<file path="src/rtl/vpu_lane_issuer.sv">
// vpu_lane_issuer: start/done sequencer in front of one VPU lane.
// Ports: req_* request channel, lane_* start/done, rsp_* response, busy_o.
// Option: VPU_LANE_ISSUER_TIMEOUT_EN adds a TIMEOUT_CYC abort in WAIT.
module vpu_lane_issuer #(
  parameter int OPERAND_WIDTH = 32,
  parameter int SRC_CNT       = 3,
  parameter int FUNC_W        = 9,
  parameter int TAG_W         = 4,
  parameter int TIMEOUT_CYC   = 64
) (
  input  logic                             clk,
  input  logic                             rst_n,
  input  logic                             req_valid_i,
  output logic                             req_ready_o,
  input  logic [FUNC_W-1:0]                req_func_i,
  input  logic [SRC_CNT*OPERAND_WIDTH-1:0] req_operand_i,
  input  logic [SRC_CNT-1:0]               req_operand_valid_i,
  input  logic [TAG_W-1:0]                 req_tag_i,
  output logic                             lane_start_o,
  output logic [FUNC_W-1:0]                lane_func_o,
  output logic [SRC_CNT*OPERAND_WIDTH-1:0] lane_operand_o,
  output logic [SRC_CNT-1:0]               lane_operand_valid_o,
  input  logic [OPERAND_WIDTH-1:0]         lane_dout_i,
  input  logic                             lane_done_i,
  output logic                             rsp_valid_o,
  input  logic                             rsp_ready_i,
  output logic [OPERAND_WIDTH-1:0]         rsp_data_o,
  output logic [TAG_W-1:0]                 rsp_tag_o,
  output logic                             rsp_err_o,
  output logic                             busy_o
);
  localparam int OW = SRC_CNT * OPERAND_WIDTH;

  typedef enum logic [1:0] {
    S_IDLE, S_ISSUE, S_WAIT, S_RESP
  } state_e;

  state_e state_q, state_d;

  logic                     rdy_q, rdy_d;
  logic                     start_q, start_d;
  logic                     vld_q, vld_d;
  logic                     busy_q, busy_d;
  logic [FUNC_W-1:0]        func_q, func_d;
  logic [OW-1:0]            opnd_q, opnd_d;
  logic [SRC_CNT-1:0]       opv_q, opv_d;
  logic [TAG_W-1:0]         tag_q, tag_d;
  logic [OPERAND_WIDTH-1:0] data_q, data_d;
  logic                     err_q, err_d;
  logic                     legal;

  assign legal = $onehot(req_func_i);

`ifdef VPU_LANE_ISSUER_TIMEOUT_EN
  localparam int CW = $clog2(TIMEOUT_CYC + 1);
  logic [CW-1:0] cnt_q, cnt_d;
  logic          expire;
  // Last WAIT cycle: the increment here would reach TIMEOUT_CYC.
  assign expire = (cnt_q == CW'(TIMEOUT_CYC - 1));
`else
  logic unused_tmo;
  assign unused_tmo = |TIMEOUT_CYC;
`endif

  always_comb begin
    state_d = state_q;
    func_d  = func_q;
    opnd_d  = opnd_q;
    opv_d   = opv_q;
    tag_d   = tag_q;
    data_d  = data_q;
    err_d   = err_q;
`ifdef VPU_LANE_ISSUER_TIMEOUT_EN
    cnt_d   = cnt_q;
`endif
    unique case (state_q)
      S_IDLE: begin
        if (req_valid_i) begin
          tag_d = req_tag_i;
          if (legal) begin
            func_d  = req_func_i;
            opnd_d  = req_operand_i;
            opv_d   = req_operand_valid_i;
            state_d = S_ISSUE;
          end else begin
            err_d   = 1'b1;
            data_d  = '0;
            state_d = S_RESP;
          end
        end
      end
      S_ISSUE: begin
        if (lane_done_i) begin
          data_d  = lane_dout_i;
          err_d   = 1'b0;
          state_d = S_RESP;
        end else begin
          state_d = S_WAIT;
        end
`ifdef VPU_LANE_ISSUER_TIMEOUT_EN
        cnt_d = '0;
`endif
      end
      S_WAIT: begin
        // done beats a same-cycle timeout
        if (lane_done_i) begin
          data_d  = lane_dout_i;
          err_d   = 1'b0;
          state_d = S_RESP;
        end
`ifdef VPU_LANE_ISSUER_TIMEOUT_EN
        else if (expire) begin
          data_d  = '0;
          err_d   = 1'b1;
          state_d = S_RESP;
        end else begin
          cnt_d = cnt_q + CW'(1);
        end
`endif
      end
      S_RESP: begin
        if (rsp_ready_i) state_d = S_IDLE;
      end
      default: state_d = S_IDLE;
    endcase
    // Lane inputs idle at zero so its output mux yields dout=0, done=0.
    if (state_d == S_IDLE || state_d == S_RESP) begin
      func_d = '0;
      opnd_d = '0;
      opv_d  = '0;
    end
  end

  assign rdy_d   = (state_d == S_IDLE);
  assign start_d = (state_d == S_ISSUE);
  assign vld_d   = (state_d == S_RESP);
  assign busy_d  = (state_d != S_IDLE);

  always_ff @(posedge clk or negedge rst_n) begin
    if (!rst_n) begin
      state_q <= S_IDLE;
      rdy_q   <= 1'b0;
      start_q <= 1'b0;
      vld_q   <= 1'b0;
      busy_q  <= 1'b0;
      func_q  <= '0;
      opnd_q  <= '0;
      opv_q   <= '0;
      tag_q   <= '0;
      data_q  <= '0;
      err_q   <= 1'b0;
`ifdef VPU_LANE_ISSUER_TIMEOUT_EN
      cnt_q   <= '0;
`endif
    end else begin
      state_q <= state_d;
      rdy_q   <= rdy_d;
      start_q <= start_d;
      vld_q   <= vld_d;
      busy_q  <= busy_d;
      func_q  <= func_d;
      opnd_q  <= opnd_d;
      opv_q   <= opv_d;
      tag_q   <= tag_d;
      data_q  <= data_d;
      err_q   <= err_d;
`ifdef VPU_LANE_ISSUER_TIMEOUT_EN
      cnt_q   <= cnt_d;
`endif
    end
  end

  assign req_ready_o          = rdy_q;
  assign lane_start_o         = start_q;
  assign lane_func_o          = func_q;
  assign lane_operand_o       = opnd_q;
  assign lane_operand_valid_o = opv_q;
  assign rsp_valid_o          = vld_q;
  assign rsp_data_o           = data_q;
  assign rsp_tag_o            = tag_q;
  assign rsp_err_o            = err_q;
  assign busy_o               = busy_q;

endmodule
</file>
<file path="config.mk">
export PLATFORM = sky130hd
export DESIGN_NAME = vpu_lane_issuer
export DESIGN_NICKNAME = d
export VERILOG_FILES = /design/src/rtl/vpu_lane_issuer.sv
export SDC_FILE = /design/constraint.sdc
export NUM_CORES = 1
export LEC_CHECK = 0
export CORE_UTILIZATION = 49
export CTS_BUF_LIST = sky130_fd_sc_hd__clkbuf_4 sky130_fd_sc_hd__clkbuf_8
export DETAILED_ROUTE_END_ITERATION = 16
export PLACE_DENSITY_LB_ADDON = 0.12
export SLEW_MARGIN = 20
export SYNTH_ARGS = -nofsm -noshare
export SYNTH_HDL_FRONTEND = slang
export SYNTH_SLANG_ARGS = --single-unit
</file>
<file path="constraint.sdc">
create_clock -name clk -period 6.54 [get_ports clk]
set_clock_uncertainty 0.05 [all_clocks]
set_input_delay 1.962 -clock clk [delete_from_list [all_inputs] [get_ports clk]]
set_output_delay 1.962 -clock clk [all_outputs]
set_load 0.01 [all_outputs]
</file>
==> results of run 1 <==
-- per-stage QoR --
step / utilization (%) / cell area [um2]
3_3_place_gp: 70.8 / 10700
3_5_place_dp: 70.8 / 10700
6_report: 73.3 / 11100
5_1_grt: 73.3 / 11100
4_1_cts: 73.3 / 11100
2_1_floorplan: - / 7560
-- critical path: stages --
cell             delay, ps
clkdlybuf4s50_1        470
inv_1                   60
fa_1                   550
fa_1                   440
fa_1                   490
inv_1                   50
fa_1                   380
inv_1                   80
fa_1                   420
nand3_1                210
o21ai_0                140
o211a_1                200
ha_4                   340
buf_12                 240
nand2b_1               160
mux2i_1                 80
-- sequential cells by signal (all words and copies together), names as in the netlist --
register and cells:
state_q 2, busy_o 1, lane_operand_valid_o 3, rsp_err_o 1, lane_func_o 9, lane_start_o 1, req_ready_o 1, rsp_tag_o 4
rsp_valid_o 1, rsp_data_o 32, lane_operand_o 96
-- cell families after synthesis --
logic type,after synthesis,share of synthesized area [%]
buffers and inverters,94,5.74
adders and majority gates,15,2.98
AOI/OAI and AO/OA,13,1.39
and+or+nand+nor,265,20.6
muxes,145,19.3
DFF,151,50.0
-- layout make-up --
| cell class | count | area, um2 |
|---|---|---|
| Multi-Input combinational cell | 438 | 3370 |
| Clock inverter | 10 | 98.8 |
| Clock buffer | 22 | 284 |
| Timing Repair Buffer | 309 | 3150 |
| Fill cell | 1066 | 4040 |
| Inverter | 50 | 188 |
| Sequential cell | 151 | 3780 |
| Tap cell | 188 | 235 |
-- routing by layer --
metal | global-route usage, % | up-vias | share of wire (%)
met5 | 0 | - | 0
met4 | 12.9 | 0 | 4.1
met3 | 8.07 | 48 | 7.4
met2 | 40.4 | 207 | 49
met1 | 27.8 | 2774 | 40
li1 | - | 2739 | -
-- synthesized netlist by cell type --
library cell,n,area [um2]
mux2i_1,141,1410
o31a_1,1,8.76
a21oi_1,1,5.00
a21boi_0,1,7.51
o31ai_1,1,7.51
buf_2,2,10.0
nand3_1,1,5.00
o311ai_0,1,8.76
nor3_2,1,10.0
inv_1,50,188
nand2b_1,216,1350
nor2_1,3,11.3
o21a_1,1,7.51
fa_1,5,100
nor3_1,1,5.00
and2_1,1,6.26
a31oi_4,1,21.3
nor2b_1,3,18.8
nand4_1,1,6.26
mux2_2,4,45.0
o211ai_1,1,7.51
buf_8,2,30.0
a31oi_1,1,6.26
o21ai_0,3,15.0
clkbuf_1,27,101
ha_1,10,125
o211a_1,1,10.0
buf_4,11,82.6
nand2_1,37,139
or3_1,1,6.26
dfrtp_1,151,3780
buf_6,2,22.5
-- power groups by stage --
stage	Sequential (mW)	Combinational [mW]	Clock [mW]
6_report	1.24	3.00	0.688
3_5_place_dp	1.26	3.02	0
4_1_cts	1.24	3.04	0.709
5_1_grt	1.26	3.28	0.742
2_1_floorplan	1.33	1.99	0
3_3_place_gp	1.24	2.92	0
-- how the worst max path moves through the flow --
stage               slack, ps  cells past startpoint                              to           from
finish                    500                     16  lane_operand_o[46]$_DFFE_PN0P_  req_func_i[0]
global route              260                     16  lane_operand_o[49]$_DFFE_PN0P_  req_func_i[0]
CTS                       530                     16  lane_operand_o[46]$_DFFE_PN0P_  req_func_i[0]
detailed placement         40                     16  lane_operand_o[46]$_DFFE_PN0P_  req_func_i[0]
global placement          140                     16  lane_operand_o[55]$_DFFE_PN0P_  req_func_i[0]
floorplan                 480                     17  lane_operand_o[28]$_DFFE_PN0P_  req_func_i[0]
==> qor.txt, run 1 <==
die outline area: 0.0159 mm2
Warnings, synthesis: 0
worst hold slack: 468 ps
max_cap viols: 0
Cell Pwr Density: 444 mW/mm2
Via density: 4.94
vias in the first global route: 6,088
switching share of power: 35.8%
commonest cells after routing, fill and taps aside: clkdlybuf4s50_1 (296), nand2b_1 (216), dfrtp_1 (151)
total gr overflow: 0
Nets: 1,131
TNS Setup: 0 ps
Clk Latency, worst-skew pair: 440 ps
number of core rows: 45
postcts setup bufs: 0
Routability Congestion: 0.835
post-synthesis net count: 847
hold path depth: 1
startpoint types: input pin
Syn Inst Count: 683
Worst EP required: 6830 ps
mean post-synth cell area: 11.1 um2
CP endpoint kind: register
WS Path Type: in2reg
Root Buffer: clkbuf_8
RSZ-0062 raised after global routing: false
DRC viols: 0
total track usage: 24.3%
post-synthesis sequential area ratio: 50.0%
Cell Int Power: 3.16 mW
CTS Hold Bufs: 0
placed cells: 1,136
CTS buffer count: 17
worst reg-to-reg path cell count: 9
sequential fraction of design power: 25.1%
min Tclk post-route: 6040 ps
Fmax: 166 MHz
commonest non-fill, non-tap cell in the layout: clkdlybuf4s50_1
vias: 5,768
worst min-delay path startpoint: rsp_tag_o[3]$_DFFE_PN0P_
Area Growth Syn to Fin: 46.9%
synthesized flop and latch total: 151
clock tree buffer depth: 2
largest net degree at the start of global routing: 81
Port-buffer cells: 297
Data arrival, critical path: 6320 ps
first-pass GRT wire length: 30,000 um
dpl ws: 38.9 ps
WHS Endpoint: rsp_tag_o[3]$_DFFE_PN0P_
FF-to-FF setup slack: 4160 ps
clk sinks: 151
reg2reg start: state_q[0]$_DFF_PN0_
Hold Crit Class: reg2reg
final total power: 4.93 mW
Finished Layout Cells: 1,168
ratio of cells with drive above 1 in the final layout: 5.51%
Comb power frac: 60.9%
WL/cell: 16.0 um
endpoints failing setup: 0
CTS H-tree depth: 4
max-slew violation count: 0
Max IR drop VDD: 0.572 mV
Slew headroom: 38.2%
CTS clk-pin slew, worst paths: 90 ps
final WL: 18,700 um
fin crit share: 92.3%
clock network power share: 14.0%
Synth cell types: 32
final hold violation count: 0
initial antenna violation count: 0
post-cts repair resize count: 0
first-pass iteration count of the detailed router: 4
worst reg2reg endpoint: lane_operand_o[46]$_DFFE_PN0P_
die width: 126 um
Max FO, Critical Path: 80
Detailed Place HPWL: 13,600 um
Final WS setup: 503 ps
Leakage Power: 4.62 nW
Synth Cell Area: 0.00756 mm2
Die Ht: 126 um
initial core utilization: 49.9%
Initial DRC Count: 304
Antenna Cells: 0
Switch Pwr: 1.77 mW
core area: 0.0151 mm2
outcome: finished, final reports clean
worst slew pin tran: 928 ps
TritonCTS clock tree: yes
final antenna-violating net count: 0
# IOs: 298
Note: power is estimated with default switching activity, not from simulation.
==> inputs of run 2 (changes only) <==
--- a/config.mk
+++ b/config.mk
@@ -7,9 +7,10 @@
 export LEC_CHECK = 0
 export CORE_UTILIZATION = 49
 export CTS_BUF_LIST = sky130_fd_sc_hd__clkbuf_4 sky130_fd_sc_hd__clkbuf_8
+export CTS_CLUSTER_DIAMETER = 40
 export DETAILED_ROUTE_END_ITERATION = 16
 export PLACE_DENSITY_LB_ADDON = 0.12
-export SLEW_MARGIN = 20
+export SLEW_MARGIN = 10
 export SYNTH_ARGS = -nofsm -noshare
 export SYNTH_HDL_FRONTEND = slang
 export SYNTH_SLANG_ARGS = --single-unit
==> run 2 against run 1 <==
Effect of this change:
- via count barely moved
- die area unchanged
- final area is essentially flat
- sequential cell count is the same
- utilization barely moved
- first-iteration DRC count up 0.66%
- sequential share of layout area is essentially flat
- combinational power about the same
- power hardly changed
- largest cell class unchanged
- largest power group unchanged
==> qor.txt, run 2 (synthesis gave the netlist of run 1 again) <==
Port-buffer cells: 297
first-pass iteration count of the detailed router: 4
CTS buffer count: 17
FF+latch area: 0.00378 mm2
min Tclk post-route: 6030 ps
commonest cells after routing, fill and taps aside: clkdlybuf4s50_1 (296), nand2b_1 (216), dfrtp_1 (151)
final hold violation count: 0
worst slew pin tran: 1090 ps
Nets: 1,131
Hold Crit Class: reg2reg
max-slew violation count: 0
outcome: finished, final reports clean
largest net degree at the start of global routing: 81
CTS clk-pin slew, worst paths: 90 ps
dpl ws: 38.9 ps
vias: 5,765
Final WS setup: 508 ps
CTS Hold Bufs: 0
Fmax: 166 MHz
FF-to-FF setup slack: 3870 ps
clock network power share: 14.0%
Cell Int Power: 3.16 mW
worst reg2reg endpoint: rsp_data_o[19]$_DFFE_PN0P_
Worst EP required: 6830 ps
Root Buffer: clkbuf_8
WS Path Type: in2reg
placed cells: 1,136
initial antenna violation count: 0
Finished Layout Cells: 1,168
Cell Pwr Density: 444 mW/mm2
Leakage Power: 4.62 nW
die width: 126 um
worst reg-to-reg path cell count: 7
RSZ-0062 raised after global routing: false
Via density: 4.94
Initial DRC Count: 306
Routability Congestion: 0.835
multi-input combinational cell area: 0.00337 mm2
DRC viols: 0
Max FO, Critical Path: 80
switching share of power: 35.9%
commonest non-fill, non-tap cell in the layout: clkdlybuf4s50_1
Max IR drop VDD: 0.572 mV
clk sinks: 151
Antenna Cells: 0
Detailed Place HPWL: 13,600 um
post-cts repair resize count: 0
FILL cells: 1,066
CP endpoint kind: register
Die Ht: 126 um
max reg flops: 96
Data arrival, critical path: 6320 ps
final antenna-violating net count: 0
placed cell area: 0.0107 mm2
total track usage: 24.3%
TritonCTS clock tree: yes
Slew headroom: 27.6%
final instance area: 0.0111 mm2
initial core utilization: 49.9%
CP startpoint: req_func_i[0]
die outline area: 0.0159 mm2
TNS Setup: 0 ps
vias in the first global route: 6,088
clock tree buffer depth: 2
max_cap viols: 0
ratio of cells with drive above 1 in the final layout: 5.41%
Clk Latency, worst-skew pair: 440 ps
number of core rows: 45
endpoints failing setup: 0
postcts setup bufs: 0
worst hold slack: 468 ps
total gr overflow: 0
core area: 0.0151 mm2
fin crit share: 92.2%
CTS H-tree depth: 4
# IOs: 298
startpoint types: input pin
first-pass GRT wire length: 30,000 um
final WL: 18,700 um
reg2reg start: state_q[0]$_DFF_PN0_
Switch Pwr: 1.77 mW
Area Growth Syn to Fin: 46.9%
CP Capture Point: lane_operand_o[46]$_DFFE_PN0P_
WL/cell: 16.0 um
Comb power frac: 60.9%
sequential fraction of design power: 25.1%
## run 2: cell type report
type	count	share of cell area [%]
timing repair buffer	309	28.4
multi-input combinational	438	30.3
clock buffer	22	2.56
tap	188	2.12
inverter	50	1.69
clock inverter	10	0.890
sequential	151	34.0
## run 2: routing by layer
metal	part of all wire, %	global-route usage, %
met1	40	27.8
met2	48	40.4
met3	7.5	8.07
met4	4.2	12.9
met5	0	0
## run 2: power groups by stage
stage | combinational (mW) | sequential (mW) | clock [mW]
finish | 3.00 | 1.24 | 0.689
global route | 3.28 | 1.26 | 0.742
CTS | 3.04 | 1.24 | 0.709
global placement | 2.92 | 1.24 | 0
floorplan | 1.99 | 1.33 | 0
detailed placement | 3.02 | 1.26 | 0
## run 2: worst min path at each step
stage | startpoint | endpoint | cells after the start
after floorplan | rsp_data_o[0]$_DFFE_PN0P_ | rsp_data_o[0]$_DFFE_PN0P_ | 2
after global placement | rsp_tag_o[1]$_DFFE_PN0P_ | rsp_tag_o[1]$_DFFE_PN0P_ | 1
after detailed placement | rsp_tag_o[3]$_DFFE_PN0P_ | rsp_tag_o[3]$_DFFE_PN0P_ | 1
after CTS | rsp_tag_o[3]$_DFFE_PN0P_ | rsp_tag_o[3]$_DFFE_PN0P_ | 1
after global routing | rsp_tag_o[3]$_DFFE_PN0P_ | rsp_tag_o[3]$_DFFE_PN0P_ | 1
final | rsp_tag_o[3]$_DFFE_PN0P_ | rsp_tag_o[3]$_DFFE_PN0P_ | 1
## run 2: through the flow
step / power [mW] / utilization, %
after detailed placement: 4.28 / 70.8
after floorplan: 3.32 / -
after global placement: 4.16 / 70.8
after global routing: 5.28 / 73.3
after CTS: 4.99 / 73.3
final: 4.93 / 73.3
## run 2: worst max-delay path: stages
cell	delay, ps
clkdlybuf4s50_1	470
inv_1	60
fa_1	550
fa_1	440
fa_1	490
inv_1	50
fa_1	380
inv_1	80
fa_1	420
nand3_1	210
o21ai_0	140
o211a_1	200
ha_4	340
buf_12	240
nand2b_1	160
mux2i_1	80
